`config.mk`:
```
export PLATFORM = sky130hd
export DESIGN_NAME = prng_arb_ctrl
export DESIGN_NICKNAME = d
export VERILOG_FILES = /design/src/rtl/prng_arb_ctrl.sv
export SDC_FILE = /design/constraint.sdc
export NUM_CORES = 1
export LEC_CHECK = 0
export ABC_AREA = 1
export CELL_PAD_IN_SITES_DETAIL_PLACEMENT = 0
export CELL_PAD_IN_SITES_GLOBAL_PLACEMENT = 1
export CORE_MARGIN = 2
export CORE_UTILIZATION = 40
export CTS_CLUSTER_DIAMETER = 100
export CTS_CLUSTER_SIZE = 16
export DETAILED_ROUTE_END_ITERATION = 8
export GPL_TIMING_DRIVEN = 0
export PLACE_DENSITY = 0.81
export SYNTH_ARGS = -nofsm -noshare
export SYNTH_HDL_FRONTEND = slang
export SYNTH_SLANG_ARGS = --single-unit
```
`constraint.sdc`:
```
create_clock -name clk -period 2.7 [get_ports clk]
set_input_delay 0.27 -clock clk [delete_from_list [all_inputs] [get_ports clk]]
set_output_delay 0.27 -clock clk [all_outputs]
set_load 0.01 [all_outputs]
```
`src/rtl/prng_arb_ctrl.sv`:
```
// rtl/prng_arb_ctrl.sv - two-requester round-robin arbiter delivering LFSR-mixed random bytes
//
// Ports:
//   clk        - single clock, all state on rising edge
//   rst_n      - synchronous active-low reset
//   seed_we    - seed load strobe (honoured in IDLE only)
//   seed_data  - 16-bit seed; L8 seeded from the xor of its two bytes
//   req[1:0]   - per-requester byte request, level held until ack
//   ack[1:0]   - one-hot, one-cycle grant-complete pulse
//   rnd_out    - delivered random byte, held between deliveries
//   rnd_valid  - high together with any ack bit
//   busy       - high whenever the FSM is not in IDLE
module prng_arb_ctrl #(
  parameter int STEPS = 8
) (
  input  logic        clk,
  input  logic        rst_n,
  input  logic        seed_we,
  input  logic [15:0] seed_data,
  input  logic [1:0]  req,
  output logic [1:0]  ack,
  output logic [7:0]  rnd_out,
  output logic        rnd_valid,
  output logic        busy
);

  typedef enum logic [1:0] {IDLE, STEP, DONE} state_t;

  state_t      state, state_nxt;
  logic [15:0] l16;
  logic [7:0]  l8;
  logic [7:0]  cnt;
  logic        grantee;
  logic        last_grant;

  logic        fb16, fb8;
  logic [15:0] l16_sh;
  logic [7:0]  l8_sh;
  logic [7:0]  seed_x;
  logic        pick;
  logic        last_step;

  // XNOR feedback: the all-ones word is the lock-up value, so all-zeros is a legal start.
  assign fb16   = ~(l16[15] ^ l16[14] ^ l16[12] ^ l16[3]);
  assign fb8    = ~(l8[7] ^ l8[5] ^ l8[4] ^ l8[3]);
  assign l16_sh = {l16[14:0], fb16};
  assign l8_sh  = {l8[6:0], fb8};
  assign seed_x = seed_data[15:8] ^ seed_data[7:0];

  // Tie goes to the requester that did not win last; otherwise the lone requester.
  assign pick      = (req == 2'b11) ? ~last_grant : req[1];
  assign last_step = (cnt == 8'(STEPS - 1));

  // L8 selects, per output bit, one of two adjacent L16 bits.
  function automatic logic [7:0] mix(input logic [15:0] a, input logic [7:0] s);
    logic [7:0] r;
    for (int i = 0; i < 8; i++) begin
      r[i] = s[i] ? a[2*i+1] : a[2*i];
    end
    return r;
  endfunction

  always_comb begin
    state_nxt = state;
    ack       = 2'b00;
    rnd_valid = 1'b0;
    busy      = (state != IDLE);
    case (state)
      IDLE: if (!seed_we && (req != 2'b00)) state_nxt = STEP;
      STEP: if (last_step) state_nxt = DONE;
      DONE: begin
        state_nxt = IDLE;
        ack       = grantee ? 2'b10 : 2'b01;
        rnd_valid = 1'b1;
      end
      default: state_nxt = IDLE;
    endcase
  end

  always_ff @(posedge clk) begin
    if (!rst_n) begin
      state      <= IDLE;
      l16        <= 16'h0000;
      l8         <= 8'h00;
      cnt        <= 8'd0;
      rnd_out    <= 8'h00;
      grantee    <= 1'b0;
      last_grant <= 1'b1;
    end else begin
      state <= state_nxt;
      case (state)
        IDLE: begin
          if (seed_we) begin
            l16 <= (seed_data == 16'hFFFF) ? 16'h0000 : seed_data;
            l8  <= (seed_x == 8'hFF) ? 8'h00 : seed_x;
          end else if (req != 2'b00) begin
            grantee <= pick;
            cnt     <= 8'd0;
          end
        end
        STEP: begin
          l16 <= l16_sh;
          l8  <= l8_sh;
          cnt <= cnt + 8'd1;
          // Capture from the post-shift values so the byte is on rnd_out while DONE acks.
          if (last_step) rnd_out <= mix(l16_sh, l8_sh);
        end
        DONE: last_grant <= grantee;
        default: ;
      endcase
    end
  end

endmodule

```
== Yosys cells after proc, flatten, opt, wreduce, memory -nomap -nowiden ==
Cells that the tools add are included.
Cells by class
  equality and inequality tests: 11
  bitwise gates (word level): 11
  add/sub/neg operators: 1
  muxes and demuxes: 24
  reduce and logical (&&, ||, !) cells: 11
Operators by type and width (number)
  16-bit 2-to-1 mux: 2
  8-bit 2-to-1 mux: 4
  16-bit one-hot mux with 2 select lines: 1
  8-bit one-hot mux with 2 select lines: 2
  16-bit == test, second input constant: 1
  1-bit 2-to-1 mux: 10
  2-bit inequality test, second input constant: 5
  8-bit by 1-bit adder with 8-bit output, second input constant: 1
  8-bit by 3-bit == test with 1-bit output, second input constant: 1
  8-bit == test, second input constant: 1
  2-bit 2-to-1 mux: 4
  8-bit bitwise XOR: 1
  2-bit AND reduction: 3
  3-bit AND reduction: 2
  2-bit nonzero test: 3
  1-bit bitwise XOR: 6
  2-bit == test, second input constant: 2
  1-bit NOT: 4
  2-bit one-hot mux with 2 select lines: 1
  2-bit by 1-bit == test with 1-bit output, second input constant: 1
  2-bit zero test: 1
  1-bit logical AND: 1
  1-bit zero test: 1
Storage, ports and cells
  logic and storage cells: 65
  bits of input ports: 21
  register bits after elaboration: 44

== Depth between registers and ports, before layout ==
Gate-level depths: netlist of run 1.
  depth after elaboration: 5
  mapped depth: 9
  depth with buffers taken out: 9

== Least setup slack after synthesis of run 1 ==
OpenSTA, ideal clock, no wires.
  path kind: register to output
  start: register state[1]
  end: output ack[0]
  arrival: 1063 ps
  required time: 2430 ps
  buffers on the path: 0
  stages on the path, launching flop included: 5
  path slack: 1367 ps
  cells stage by stage: dfxtp_1 inv_2 nor2_1 inv_1 nor2_1
Between the ends
  word-level cells in the longest chain between the ends: 2
Ends and longest elaborated chain
  start: declaration: RTL line 29  | state_t state, state_nxt;
  start signal: assignment: RTL line 90  | state <= state_nxt;
  2-bit == test: RTL line 68  | case (state)
  2-bit 2-to-1 mux: RTL line 68
  end: declaration: RTL line 21  | output logic [1:0] ack,
No other way between the ends.

== Worst setup path after layout of run 1 ==
  start: register state[1]
  end: output ack[1]
The elaborated chain is that of the path after synthesis.

==> parameters.txt, run 1 <==
Parameter                              Value

Placement
  Cell Area, Placed    0.00286 mm2
  Global placement routability congestion    0.902
  Half-perimeter wire length after detailed placement    5.07 mm
  Total instance count after detailed placement    478
  Count of input and output buffers    32

Power
  Power per standard cell area    496 mW/mm2
  Worst voltage drop across the vdd grid    ~220 uV
  Cell leakage power    roughly 1.2 nW
  Overall power of the completed layout    0.00147 W

Yosys
  Sequential cell area fraction in the yosys report    36.0%
  Cell count after synthesis    371
  Synthesis-stage register bit count    between 40 and 50
  Portion of synthesized cell area occupied by the leading cell type    36.0%
  Syn nets    393
  Yosys Warn Count    0
  Number of distinct library cells after synthesis    27
  Top area cells in the synthesized netlist    sky130_fd_sc_hd__dfxtp_1 36%, sky130_fd_sc_hd__nand2_1 12%, sky130_fd_sc_hd__a21oi_1 12%, sky130_fd_sc_hd__nor2_1 7.5%, sky130_fd_sc_hd__nand3_1 5.7%
  Yosys top cell by area    sky130_fd_sc_hd__dfxtp_1
  Average footprint of a synthesized cell    ~6.6 um2
  Post-Synthesis Cell Area    0.00245 mm2

GRT
  Antenna violations before repair    0
  Total routing resource utilization after global routing    20.5%
  Number of global-route vias before repair    2160
  Maximum number of pins on one net before global-route repair    13
  Global-route congestion overflow total    0
  Global-route wire length before repair    10.4 mm

Critical path
  Classification of the worst setup path    reg -> out
  Crit path capture type    output pin
  Data required time at the worst endpoint    approximately 2.4 ns
  Biggest fanout along the worst timing path    4
  Flop2flop setup slack    1.23 ns
  Critical path startpoint category    flop
  Data arrival time at the worst-slack endpoint    1.79 ns

Clock tree
  # hold bufs at CTS    0
  H-tree lvl count    2
  Number of clock buffers inserted by TritonCTS    5
  Num Clock Sinks    44
  Clk slew on worst S/H paths    0.08 ns
  Worst skew pair latency    0.30 ns
  Clock root cell    sky130_fd_sc_hd__clkbuf_8
  CTS tree    done
  Buffer levels on the longest clock path    2
  Post-CTS setup buffers    0
  Post-CTS resize count    0

Timing
  Setup repair after global routing missed its margin    false
  Max-slew headroom at the worst pin    ~59%
  Final worst path period share    76.2%
  Fin. Hold Viols    0
  Worst-case hold slack    0.487 ns
  Clock period minus final worst setup slack    2.06 ns
  Clk_skew    0.00415 ns
  Peak clock frequency supported by timing    486 MHz
  Max-slew violation count    0
  Total negative slack for setup checks    0 ns
  Worst-Margin Slew    0.605 ns
  Final setup violation count    0

Routing
  Vias per Instance    about 5.0
  Wire per inst    between 10 and 15 um
  DRC violation count after routing    0
  Post-route ant nets    0
  Number of design-rule violations left by the first detailed-router iteration    roughly 130
  Via total after detailed routing    2402
  Drt pass-1 iters    4
  Final WL    between 6 and 7 mm

Finish
  Fraction of layout cells with a size suffix above 1    7.07%
  Highest-count cells in the layout ignoring fill and taps    79 x sky130_fd_sc_hd__nand2_1, 58 x sky130_fd_sc_hd__a21oi_1, 49 x sky130_fd_sc_hd__nor2_1
  Non-filler cells, final    485
  Net count, final    approximately 430
  Area growth from synthesis to layout    20.9%
  Inserted Diodes    0
  Finished Cell Area    0.00296 mm2
  Commonest non-fill, non-tap cell in the layout    sky130_fd_sc_hd__nand2_1

Run status
  Status    finished clean

Floorplan
  Starting density of the core    41.3%
  Floorplan die width    approximately 80 um
  Y dimension of the die    roughly 82 um
  Core Region    0.00592 mm2
  Area of the die    ~0.0068 mm2
  Num rows    28
  IO Count    33

Job
  MaxCap Viol Count    0

Hold path
  Worst hold-check path type    reg -> reg
-- worst max-delay path, stage by stage, from the launching register on --
cell and delay, ns:
sky130_fd_sc_hd__dfxtp_1 0.50, sky130_fd_sc_hd__inv_2 0.11, sky130_fd_sc_hd__nor2_1 0.15, sky130_fd_sc_hd__inv_1 0.10, sky130_fd_sc_hd__nor2_1 0.09, sky130_fd_sc_hd__clkdlybuf4s50_1 0.53
-- path summary, 6_finish.rpt --
check              from         end  cells after the start
min reg2reg  rnd_out[4]  rnd_out[4]                      2
max            state[1]      ack[1]                      5
min          rnd_out[4]  rnd_out[4]                      2
max reg2reg      cnt[0]  rnd_out[7]                      8
-- per-stage QoR --
stage               worst slack, ns  util (%)
floorplan                      1.37         -
global placement              0.899      48.3
detailed placement            0.899      48.3
CTS                           0.638      49.9
global route                  0.543      49.9
finish                        0.644      49.9
-- state kept, by name (all words and copies together), names as in the netlist --
| signal | flops |
|---|---|
| cnt | 8 |
| grantee | 1 |
| l16 | 16 |
| l8 | 8 |
| last_grant | 1 |
| rnd_out | 8 |
| state | 2 |
-- power by group --
part	internal [W]	total (W)	switching, W
Combinational	0.000124	0.000289	0.000165
Sequential	0.000687	0.000723	0.0000364
Clock	0.000228	0.000454	0.000226
-- area by class of cell --
type,count,area (um2)
plain buffers,15,105
well taps,75,93.8
fillers,625,2960
repair buffers,32,320
inverters,37,141
clock buffers,7,96.3
flip-flops and latches,44,881
multi-input cells,275,1320
-- kinds of logic after synthesis --
group                    after synthesis  synth area share [%]
XOR/XNOR                               4                  1.43
buffers and inverters                 52                  10.1
AND/OR/NAND/NOR                      169                  29.6
flip-flops                            44                  36.0
multiplexers                           4                  1.84
AO/OA/AOI/OAI                         97                  20.5
adder cells (fa/ha/maj)                1                 0.511
-- cell usage after synthesis, drive strengths merged --
cell type / instances
nand2: 79
a21oi: 58
nor2: 51
dfxtp: 44
inv: 37
o21ai: 37
nand3: 28
buf: 9
nor3: 7
clkbuf: 6
mux2: 4
a211oi: 2
xnor2: 2
xor2: 2
and2: 1
ha: 1
nand4: 1
nor3b: 1
or2: 1
-- per-layer routing --
metal	global-route usage, %	part of all wire (%)	vias to the layer above
met5	0	0	-
met4	7.00	1.6	0
met3	5.54	6.1	9
met2	31.0	42	63
met1	28.0	50	1038
li1	-	-	1292
Note: power is estimated with default switching activity, not from simulation.
==> inputs of run 2 (changes only) <==
--- a/config.mk
+++ b/config.mk
@@ -9,12 +9,12 @@
 export CELL_PAD_IN_SITES_DETAIL_PLACEMENT = 0
 export CELL_PAD_IN_SITES_GLOBAL_PLACEMENT = 1
 export CORE_MARGIN = 2
-export CORE_UTILIZATION = 40
+export CORE_UTILIZATION = 39
 export CTS_CLUSTER_DIAMETER = 100
 export CTS_CLUSTER_SIZE = 16
 export DETAILED_ROUTE_END_ITERATION = 8
 export GPL_TIMING_DRIVEN = 0
-export PLACE_DENSITY = 0.81
+export PLACE_DENSITY = 0.79
 export SYNTH_ARGS = -nofsm -noshare
 export SYNTH_HDL_FRONTEND = slang
 export SYNTH_SLANG_ARGS = --single-unit
==> constraint.sdc (replaced) <==
create_clock -name clk -period 2.1 [get_ports clk]
set_input_delay 0.21 -clock clk [delete_from_list [all_inputs] [get_ports clk]]
set_output_delay 0.21 -clock clk [all_outputs]
set_load 0.01 [all_outputs]
==> run 2 against run 1 <==
Die area increased by 2.4%. Register-to-register slack worse by 0.60 ns. Sequential share of layout area is 0.12 points lower. Critical path depth stayed put. Critical path type unchanged. Highest routed layer unchanged.
==> parameters.txt, run 2 (same netlist as run 1, synthesis figures left out) <==
Parameter                              Value

Run status
  Status    finished clean

Critical path
  Largest stage delay on the critical path    0.53 ns
  Critical path startpoint category    flop
  Biggest fanout along the worst timing path    4
  Data arrival time at the worst-slack endpoint    roughly 1.7 ns
  Most frequent cell on the critical path    sky130_fd_sc_hd__nor2_1
  Reg-to-reg endpoint    rnd_out[4]
  Classification of the worst setup path    reg -> out
  Number of cells on the worst reg-to-reg path    8
  Crit path capture type    output pin
  WP buf/inv    3
  Setup crit end    ack[0]
  Flop2flop setup slack    between 0.6 and 0.7 ns
  Kind of cell adding the most delay to the critical path    buffers and inverters
  Cell count along the critical path    5
  CP Launch Point    state[1]
  Slowest stage cell on the critical path    sky130_fd_sc_hd__clkdlybuf4s50_1
  Data required time at the worst endpoint    between 1.5 and 2 ns
  Cell chain of the critical path    inv_2 > nor2_1 > inv_1 > nor2_1 > clkdlybuf4s50_1
  Launching point of the worst reg2reg path    cnt[0]

Routing
  Via total after detailed routing    2498
  DRC violation count after routing    0
  Vias per Instance    roughly 5.1
  Number of design-rule violations left by the first detailed-router iteration    roughly 150
  Final WL    6.61 mm
  Wire per inst    13.6 um
  Post-route ant nets    0
  Drt pass-1 iters    4

Placement
  Place WS    around 0.33 ns
  Count of input and output buffers    32
  Global placement routability congestion    0.855
  Half-perimeter wire length after detailed placement    approximately 5 mm

Clock tree
  Num Clock Sinks    44
  Clock root cell    sky130_fd_sc_hd__clkbuf_8
  Worst skew pair latency    0.31 ns
  CTS tree    done
  Post-CTS setup buffers    0
  Buffer levels on the longest clock path    2
  H-tree lvl count    2
  Number of clock buffers inserted by TritonCTS    5
  Clk slew on worst S/H paths    0.09 ns

Timing
  Peak clock frequency supported by timing    approximately 530 MHz
  Clock period minus final worst setup slack    1.88 ns
  Smallest setup slack after layout    0.216 ns
  Final setup violation count    0
  Total negative slack for setup checks    0 ns
  Max-slew violation count    0
  Max-slew headroom at the worst pin    62.4%
  Fin. Hold Viols    0
  Clk_skew    between 0.01 and 0.015 ns
  Setup repair after global routing missed its margin    false
  Worst-Margin Slew    0.561 ns
  Final worst path period share    between 80% and 90%

Finish
  Fraction of layout cells with a size suffix above 1    under 10%
  Footprint of the flip-flops and latches    882 um2
  Highest-count cells in the layout ignoring fill and taps    79 x sky130_fd_sc_hd__nand2_1, 58 x sky130_fd_sc_hd__a21oi_1, 49 x sky130_fd_sc_hd__nor2_1
  Commonest non-fill, non-tap cell in the layout    sky130_fd_sc_hd__nand2_1
  Net count, final    about 430
  Most flop-heavy register    l16
  Flip-flop count of the largest register, all copies and words added    16
  Inserted Diodes    0
  # fillers    634
  Area growth from synthesis to layout    21.5%
  Multi-input gate area in the final layout    0.00132 mm2

GRT
  Total routing resource utilization after global routing    between 10% and 20%
  Antenna violations before repair    0
  Global-route wire length before repair    10.7 mm
  Global-route congestion overflow total    0
  Number of global-route vias before repair    roughly 2100
  Maximum number of pins on one net before global-route repair    15

Floorplan
  Floorplan die width    83.2 um
  Area of the die    slightly below 0.007 mm2
  IO Count    33
  Y dimension of the die    83.2 um
  Starting density of the core    40.8%
  Num rows    28
  Core Region    0.00599 mm2

Power
  Power per standard cell area    659 mW/mm2
  Cell leakage power    1.25 nW
  Worst voltage drop across the vdd grid    340 uV

Job
  MaxCap Viol Count    0

Hold path
  Start point of the worst hold path    rnd_out[6]
  Worst hold-check path type    reg -> reg
==> run 2: worst min path at each step <==
stage                 endpoint  slack (ns)  cells past startpoint
floorplan                l8[4]        0.35                      2
global route            cnt[1]        0.51                      2
CTS                     cnt[1]        0.49                      2
finish              rnd_out[6]        0.49                      2
detailed placement  rnd_out[6]        0.47                      2
global placement    rnd_out[5]        0.46                      2
==> run 2: metal layers <==
metal / routed length [um] / share of wire (%) / global-route usage [%]
met5: 0 / 0 / 0
met4: 51 / 0.77 / 3.58
met3: 358 / 5.4 / 3.98
met2: 2840 / 43 / 29.0
met1: 3360 / 51 / 28.6
==> run 2: worst register-to-register path: cells and delay by family, from the launching register on <==
kind / cells / cell delay (ns)
and+or+nand+nor: 6 / 0.72
DFF: 1 / 0.37
adders and majority gates: 1 / 0.18
buffers and inverters: 1 / 0.12
==> run 2: layout make-up <==
cell class | instances | area share (%)
well taps | 75 | 3.16
plain buffers | 15 | 3.54
multi-input cells | 275 | 44.4
clock buffers | 5 | 2.31
repair buffers | 32 | 10.8
clock inverters | 3 | 1.43
flip-flops and latches | 44 | 29.7
inverters | 37 | 4.76
==> run 2: power breakdown <==
part	switching [W]	internal [W]	leakage, nW
Clock	0.000303	0.000352	0.0541
Sequential	0.0000494	0.000883	0.362
Combinational	0.000213	0.000159	0.838
==> run 2: repair_timing <==
item / CTS / global route
hold buffers: 0 / 0
setup endpoints to repair: 0 / 2
gates resized for setup: 0 / 1
==> run 2: metrics by stage <==
stage	hold WS [ns]	instances	util (%)	power [W]	cell area, um2
2_1_floorplan	0.348	371	-	0.00118	2450
3_3_place_gp	0.464	478	47.7	0.00132	2860
3_5_place_dp	0.471	478	47.7	0.00132	2860
4_1_cts	0.487	486	49.6	0.00198	2970
5_1_grt	0.508	486	49.6	0.00206	2970
6_report	0.485	486	49.6	0.00196	2970
==> inputs of run 3 (changes only) <==
--- a/config.mk
+++ b/config.mk
@@ -8,12 +8,13 @@
 export ABC_AREA = 1
 export CELL_PAD_IN_SITES_DETAIL_PLACEMENT = 0
 export CELL_PAD_IN_SITES_GLOBAL_PLACEMENT = 1
-export CORE_MARGIN = 2
+export CORE_MARGIN = 5
 export CORE_UTILIZATION = 39
 export CTS_CLUSTER_DIAMETER = 100
 export CTS_CLUSTER_SIZE = 16
 export DETAILED_ROUTE_END_ITERATION = 8
 export GPL_TIMING_DRIVEN = 0
+export MAX_ROUTING_LAYER = met4
 export PLACE_DENSITY = 0.79
 export SYNTH_ARGS = -nofsm -noshare
 export SYNTH_HDL_FRONTEND = slang
==> run 3 against run 2 <==
Clock-buffer cell count rose by 1. Critical endpoint is now ack[1]. Global-route usage fell by 0.41 points. Utilization fell by 0.85 points. Final cell count fell by 0.21%. Highest routed layer unchanged. Clock power fell by 23%. Sequential cell count did not move. Largest cell class unchanged. First-iteration DRC count rose by 22%.
==> parameters.txt, run 3 (same netlist as run 1, synthesis figures left out) <==
Parameter                              Value

Run status
  Status    finished clean

Routing
  Post-route met1 wirelength    between 3 and 4 mm
  Length of routed met2 wiring    2.86 mm
  Number of design-rule violations left by the first detailed-router iteration    186
  Post-route ant nets    0
  Max layer used    met4
  Final WL    6.54 mm
  Via total after detailed routing    2422
  DRC violation count after routing    0
  Vias per Instance    4.99
  Wire per inst    13.5 um
  Met3 routed wirelength    315 um
  Drt pass-1 iters    6

Timing
  Max-slew headroom at the worst pin    about three fifths
  Fin. Hold Viols    0
  Clock period minus final worst setup slack    1.87 ns
  Worst-case hold slack    0.484 ns
  Clk_skew    between 0.008 and 0.009 ns
  Peak clock frequency supported by timing    534 MHz
  Max-slew violation count    0
  Worst-Margin Slew    0.602 ns
  Final worst path period share    roughly 89%
  Total negative slack for setup checks    0 ns
  Setup repair after global routing missed its margin    false
  Final setup violation count    0

Finish
  Multi-input gate area in the final layout    ~0.0013 mm2
  # fillers    668
  Highest-count cells in the layout ignoring fill and taps    79 x sky130_fd_sc_hd__nand2_1, 58 x sky130_fd_sc_hd__a21oi_1, 49 x sky130_fd_sc_hd__nor2_1
  Net count, final    about 430
  Footprint of the flip-flops and latches    just under 900 um2
  Most flop-heavy register    l16
  Inserted Diodes    0
  Flip-flop count of the largest register, all copies and words added    16
  Non-filler cells, final    approximately 490
  Commonest non-fill, non-tap cell in the layout    sky130_fd_sc_hd__nand2_1
  Fraction of layout cells with a size suffix above 1    7.07%
  Area growth from synthesis to layout    20.2%

Job
  MaxCap Viol Count    0

Critical path
  Critical path startpoint category    flop
  Number of cells on the worst reg-to-reg path    8
  Launching point of the worst reg2reg path    cnt[0]
  CP Launch Point    state[1]
  Flop2flop setup slack    approximately 0.58 ns
  Setup crit end    ack[1]
  Crit path capture type    output pin
  Data required time at the worst endpoint    1.89 ns
  Biggest fanout along the worst timing path    4
  Classification of the worst setup path    reg -> out
  Data arrival time at the worst-slack endpoint    1.66 ns
  Reg-to-reg endpoint    rnd_out[0]

GRT
  Global-route wire length before repair    11.2 mm
  Total routing resource utilization after global routing    18.9%
  Global-route congestion overflow total    0
  Number of global-route vias before repair    2253
  Maximum number of pins on one net before global-route repair    13
  Antenna violations before repair    0

Placement
  Total instance count after detailed placement    478
  Global placement routability congestion    0.862
  Count of input and output buffers    32
  Half-perimeter wire length after detailed placement    5.19 mm

Clock tree
  H-tree lvl count    2
  Clk slew on worst S/H paths    0.08 ns
  CTS tree    done
  Number of clock buffers inserted by TritonCTS    5
  Num Clock Sinks    between 40 and 50
  Worst skew pair latency    around 0.3 ns
  Clock root cell    sky130_fd_sc_hd__clkbuf_8
  Buffer levels on the longest clock path    2
  Post-CTS setup buffers    0

Floorplan
  Starting density of the core    approximately two fifths
  Floorplan die width    89.2 um
  Area of the die    around 0.0080 mm2
  Core Region    approximately 0.006 mm2
  Num rows    28
  IO Count    33
  Y dimension of the die    89.2 um

Hold path
  Worst hold-check path type    reg -> reg

Power
  Worst voltage drop across the vdd grid    between 200 and 300 uV
  Overall power of the completed layout    about 0.0018 W
  Cell leakage power    1.24 nW
  Power per standard cell area    615 mW/mm2
## run 3: how the worst min path moves through the flow
stage          cells past startpoint          to       start
2_1_floorplan                      2       l8[4]       rst_n
3_3_place_gp                       2  rnd_out[5]  rnd_out[5]
3_5_place_dp                       2  rnd_out[3]  rnd_out[3]
4_1_cts                            2  rnd_out[4]  rnd_out[4]
5_1_grt                            2  rnd_out[4]  rnd_out[4]
6_report                           2  rnd_out[3]  rnd_out[3]
## run 3: worst max-delay path, cell delays in order, from the launching register on
cell and delay, ns:
sky130_fd_sc_hd__dfxtp_2 0.43, sky130_fd_sc_hd__inv_2 0.09, sky130_fd_sc_hd__nor2_1 0.12, sky130_fd_sc_hd__inv_1 0.09, sky130_fd_sc_hd__nor2_1 0.09, sky130_fd_sc_hd__clkdlybuf4s50_1 0.54
## run 3: cell type report
type	instances	area share [%]
tap	75	3.19
buffer	15	3.58
clock inverter	1	0.170
inverter	37	4.81
timing repair buffer	32	10.9
multi-input combinational	275	44.9
sequential	44	30.0
clock buffer	6	2.47
## run 3: layer usage
metal  global-route usage, %  vias up
li1                        -     1296
met1                    27.3     1065
met2                    27.5       54
met3                    2.21        7
met4                    5.28        0
met5                       -        -
## run 3: metrics by stage
stage               cell area (um2)  utilization [%]  setup slack (ns)
detailed placement             2860             47.5             0.345
CTS                            2940             48.8            0.0861
finish                         2940             48.8             0.229
floorplan                      2450                -             0.827
global placement               2860             47.5             0.349
global route                   2940             48.8             0.108
## run 3: report_power, final
part	switching, W	total [W]	internal, W
clock	0.000279	0.000505	0.000226
sequential	0.0000460	0.000929	0.000883
combinational	0.000213	0.000372	0.000159
## run 3: timing repair
action	in CTS	in global routing
endpoints found under the setup margin	0	1
hold buffers	0	0
gates resized for setup	0	1
